[src/rtl/etroc_sat_counter.sv]
// etroc_sat_counter: counter that sticks at all-ones; clear beats increment
module etroc_sat_counter #(
    parameter int W = 16
) (
    input  logic         clk40,
    input  logic         reset,
    input  logic         inc,
    input  logic         clr,
    output logic [W-1:0] count
);
    always_ff @(posedge clk40) begin
        if (reset || clr) count <= '0;
        else if (inc && count != '1) count <= count + 1'b1;
    end
endmodule

[config.mk]
export PLATFORM = sky130hd
export DESIGN_NAME = etroc_sat_counter
export DESIGN_NICKNAME = d
export VERILOG_FILES = /design/src/rtl/etroc_sat_counter.sv
export SDC_FILE = /design/constraint.sdc
export NUM_CORES = 1
export LEC_CHECK = 0
export ABC_CLOCK_PERIOD_IN_PS = 1800
export CAP_MARGIN = 20
export CORE_UTILIZATION = 30
export CTS_BUF_LIST = sky130_fd_sc_hd__clkbuf_8
export DETAILED_ROUTE_END_ITERATION = 12
export PLACE_DENSITY = 0.66
export SLEW_MARGIN = 20
export SYNTH_ARGS = -nofsm -noshare
export SYNTH_HDL_FRONTEND = slang
export SYNTH_SLANG_ARGS = --single-unit
[constraint.sdc]
create_clock -name clk40 -period 1.8 [get_ports clk40]
set_clock_uncertainty 0.15 [all_clocks]
set_input_delay 0.36 -clock clk40 [delete_from_list [all_inputs] [get_ports clk40]]
set_output_delay 0.36 -clock clk40 [all_outputs]
set_load 0.005 [all_outputs]
==> impl_metrics.csv <==
group,metric,value,unit
cells_and_area,nets,139,
run,maxCapViolCount,0,
synthesis,synth_nets,100,
hold_path,hold_path_class,"reg -> reg",
synthesis,synth.top_cells.by_count,"16 x dfxtp_1, 9 x a21oi_1, 7 x nor2_1",
timing,slew_headroom,0.716,
detailed_routing,first_iter_violations,10,
floorplan,ios,20,
detailed_routing,via_count,913,
global_routing,grt_overflow_total,0,
synthesis,synthArstFlopShare,0,
floorplan,die_w,55.1,µm
global_routing,grt_usage,0.158,
synthesis,synth-seq-cells,16,
floorplan,num_rows,18,
status,status,"finished, final reports clean",
power,pwr-share-clk,0.403,
timing,min_period,1.79,ns
critical_path,cp-end-kind,"flip-flop",
hold_path,whs_endpoint,"count[11]",
timing,fmax,557,MHz
floorplan,design.die.area,3040,µm²
cells_and_area,top_regs,"count (16)",
clock_network,cts-root-buf,"clkbuf_8",
detailed_routing,drc,0,
synthesis,synth_area,847,µm²
timing,post-route-period-util,0.997,
timing,worst_pin_slew,0.425,ns
synthesis,ys_top_cells_by_area,"dfxtp_1 38%, a21oi_1 5.3%, a41o_1 4.7%",
power,irDropWorstVdd,0.411,mV
global_routing,antenna_found_initial,0,
timing,rsz0062_at_grt,"yes",
detailed_routing,routedWlPerCell,13.9,µm
clock_network,cts_sinks,16,
synthesis,syn_area_per_cell,8.92,µm²
floorplan,core-area,2570,µm²
placement,hpwl,1560,µm
cells_and_area,areaGrowthSynthToFinish,54.1,%
floorplan,start_util,0.330,
cells_and_area,layout-drive-gt1-share,0.303,
power,p_seq_frac,0.536,
critical_path,rrSetupSlack,0.02,ns
power,power_leakage,0.000512,µW
detailed_routing,wl,2250,µm
synthesis,netlist_instances,95,
detailed_routing,drtAntennaViolNets,0,
power,p_total,664,µW
cells_and_area,final_core_util,0.508,
cells_and_area,final_area,1310,µm²
detailed_routing,drt_pass1_iterations,4,
clock_network,clock_latency,0.25,ns
power,combPwrFrac,0.060,
placement,placed_cell_area,1190,µm²
cells_and_area,n_antenna_cell,0,
timing,setup_viol,0,
hold_path,min_from,"count[11]",
global_routing,grt_pass1_vias,787,
detailed_routing,wl_met2,1120,µm
power,swShare,0.210,
cells_and_area,largest_reg_flops,16,
clock_network,numCtsBuffers,3,
placement,gp_congestion,0.779,
detailed_routing,topRoutingLayerUsed,"met4",
clock_network,clk_path_buf_depth,2,
power,p_int,524,µW
global_routing,grt_pass1_wl,3380,µm
hold_path,holdPathStages,2,
critical_path,worstPathRequired,1.84,ns
critical_path,path_max_fanout,4,
synthesis,yosysMostFrequentCell,"dfxtp_1",
timing,finalHoldViolCount,0,
clock_network,tritoncts,"built",
clock_network,htreeDepth,1,
critical_path,crit_arrival,1.83,ns
clock_network,clkTransAtPathRegs,0.06,ns
synthesis,ys.flop_type,"dfxtp_1",
detailed_routing,wl_met3,103,µm
timing,drv_slew,0,
detailed_routing,vias_per_cell,5.64,
synthesis,synth_warnings,0,
global_routing,grt_max_degree,11,
cells_and_area,regMostFlops,"count",
critical_path,r2r_end,"count[6]",
critical_path,critical_path_class,"in -> reg",
synthesis,synth_edf_count,0,
critical_path,r2r_cells,6,
power,p_sw,140,µW
synthesis,synth.distinct_cells,30,
synthesis,ys_seq_area_frac,0.378,
synthesis,synth_top_area_frac,0.378,
timing,timing.hold.ws,0.394,ns
critical_path,start_kind,"primary input",
power,p_per_area,509,nW/µm²
critical_path,r2r_start,"count[1]",
placement,portBuffers,19,
synthesis,synth_area_leader_cell,"dfxtp_1",
floorplan,die_y,55.1,µm
detailed_routing,drt-met1-wl,1020,µm
power groups by stage:
stage | Combinational [µW] | Clock [µW] | Sequential, µW
6_report | 40.1 | 268 | 356
5_1_grt | 44.9 | 289 | 356
4_1_cts | 39.1 | 274 | 357
3_5_place_dp | 37.3 | 0 | 364
3_3_place_gp | 36.4 | 0 | 364
2_1_floorplan | 13.4 | 0 | 365
worst max path at each step:
stage	startpoint	to	slack [ns]	cells after the start
6_report	inc	count[6]	0.005	5
5_1_grt	count[11]	count[7]	-0.03	4
4_1_cts	count[0]	count[6]	-0.0004	6
3_5_place_dp	inc	count[6]	-0.23	5
3_3_place_gp	inc	count[14]	-0.15	5
2_1_floorplan	count[0]	count[5]	0.02	4
logic make-up after synthesis:
kind of cell    after synthesis  share of synthesized area
buf+inv                       4                     0.0192
flops                        16                      0.378
compound gates               27                      0.219
fa+ha+maj                     1                     0.0148
simple gates                 44                      0.338
xor+xnor                      3                     0.0310
worst max-delay path: stages:
cell and delay (ns):
clkdlybuf4s50_1 0.50, nand4_1 0.17, a41o_1 0.29, or3_1 0.37, a21oi_2 0.14
cells in the final DEF, fill, tap and decap left out, drive strengths merged, types with 5 or more instances in the layout:
master / synthesis / layout
nand4: 7 / 7
dfxtp: 16 / 16
clkdlybuf4s50: 0 / 18
nand2: 6 / 6
nor2: 7 / 7
buf: 0 / 18
or3: 5 / 5
nand3: 5 / 5
o21ai: 5 / 5
a21oi: 9 / 9
area by class of cell:
cell class / count / area (µm²)
fillers: 260 / 1260
multi-input cells: 75 / 558
flip-flops and latches: 16 / 333
repair buffers: 37 / 332
clock buffers: 3 / 41.3
well taps: 30 / 37.5
inverters: 1 / 3.75
per-layer routing:
| layer | vias to the layer above | track usage |
|---|---|---|
| li1 | 456 | - |
| met3 | 3 | 0.0601 |
| met5 | - | 0 |
| met1 | 435 | 0.190 |
| met2 | 19 | 0.265 |
| met4 | 0 | 0.0375 |
repair_timing:
action                     in CTS  in global routing
hold endpoints to repair        0                  0
resized for setup               3                 14
pin swaps                       0                  7
hold buffers                    0                  0
cloned                          0                  0
setup endpoints to repair       4                 14
setup buffers                   0                  1
through the flow:
step                worst slack, ns  cells  setup TNS, ns
finish                      0.00533    162              0
global route                -0.0269    162        -0.0859
CTS                       -0.000395    161      -0.000395
detailed placement           -0.231    158          -1.08
global placement             -0.147    158         -0.801
floorplan                    0.0244     95              0
Power figures use the tool's default switching activity.
==> patch, RTL diff (same settings) <==
Put one more register stage on the output `count`, without a reset. The value now appears one clock later.
--- a/src/rtl/etroc_sat_counter.sv
+++ b/src/rtl/etroc_sat_counter.sv
@@ -8,9 +8,15 @@
     input  logic         clr,
     output logic [W-1:0] count
 );
+
+    logic [W-1:0] count_s0;
     always_ff @(posedge clk40) begin
-        if (reset || clr) count <= '0;
-        else if (inc && count != '1) count <= count + 1'b1;
+        if (reset || clr) count_s0 <= '0;
+        else if (inc && count_s0 != '1) count_s0 <= count_s0 + 1'b1;
     end
+    always_ff @(posedge clk40) begin
+        count <= count_s0;
+    end
+
 endmodule
 
Check against the original RTL: not equivalent (Yosys sat finds a counterexample within 4 cycles, from zero or initial values).
==> patch against the unedited design <==
  * Worst setup slack improved by 0.039 ns
  * Wire length rose by 24%
  * Area after synthesis rose by 37%
  * Register-to-register slack improved by 0.02 ns
  * Utilization fell by 2.5 points
  * Die area rose by 35%
  * Total power rose by 97%
  * Hold slack got worse by 0.14 ns
  * Sequential cell count rose by 16
  * Cell area rose by 37%
  * Synthesized cell count rose by 25%
  * Count of clock-buffer cells in the layout rose by 3
  * Largest cell class is now registers
  * Largest power group unchanged
==> patch: results (changes against the unedited design) <==
The number of cells on the worst hold path came out at 0 (-2). The global placer's final weighted congestion came out at 0.8809 (+13%). The mean number of vias per cell came out at 5.078 (-9.9%).

The mean instance size in the synthesized netlist is 9.736 um^2 (+9.2%). The critical path is of the reg -> reg type. The mux contribution to synthesized area came out at 0.8639% (+0.86 points). The pre-CTS worst setup slack is -0.3319 ns (-0.1004 ns). The transition time at the pin with the least slew margin was 0.3892 ns (-0.03543 ns). The final instance count without filler cells is 219 (+35%). The routed length per instance is 12.79 um (-8.0%). The share of synthesized area occupied by flip-flops and latches came out at 55.29% (+17 points).

In the final layout, the registers with the most flip-flops are count (16), count_s0 (16). The net count after synthesis is 124 (+24%). The area overhead of the layout relative to synthesis is 53.89%. The run finished with clean final reports.

The leakage power came out at 0.6328 nW (+24%). The number of cells upsized or downsized after cts is 8 (+5). The synthesized-area fraction occupied by xor and xnor cells came out at 0% (-3.1 points). The worst register-to-register path begins at count_s0[0].

The total placed instance area is 1622 um^2 (+36%). The global-route usage over all layers was 14.63% (-1.2 points). The final hold slack came to 0.2569 ns (-0.1366 ns).

Following the worst setup path forward leads to its endpoint at count_s0[8]. The register-to-register setup slack is 0.04 ns (+0.02 ns). The switching power is 0.2789 mW (+100%). The endpoint with the worst hold slack is count[9].

The proportion of layout cells with a drive suffix above 1 is 35.67% (+5.4 points). The number of different library cells in the post-synthesis netlist is 29 (-3.3%).
## patch: cell families (layout without fill, tap and decap cells)
logic type	Yosys count	after routing
adders and majority gates	1	1
and+or+nand+nor	52	52
muxes	1	1
DFF	32	32
AOI/OAI and AO/OA	28	28
buffers and inverters	5	57
## patch: cell type report
type,count,share of cell area (%)
Tap cell,48,3.368
Clock inverter,2,0.4211
Timing Repair Buffer,47,22.39
Sequential cell,32,36.77
Clock buffer,6,4.632
Inverter,2,0.4211
Multi-Input combinational cell,82,32.00
## patch: critical path: cells and delay by family (launching register included)
kind / cells / cell delay, ns
buf+inv: 1 / 0.17
compound gates: 1 / 0.14
flops: 1 / 0.37
fa+ha+maj: 1 / 0.16
simple gates: 3 / 0.70
## patch: routing by layer
layer / global-route usage (%) / part of all wire, %
met4: 11.39 / 3.1
met2: 22.61 / 48
met1: 16.72 / 44
met5: 0 / 0
met3: 4.464 / 4.2
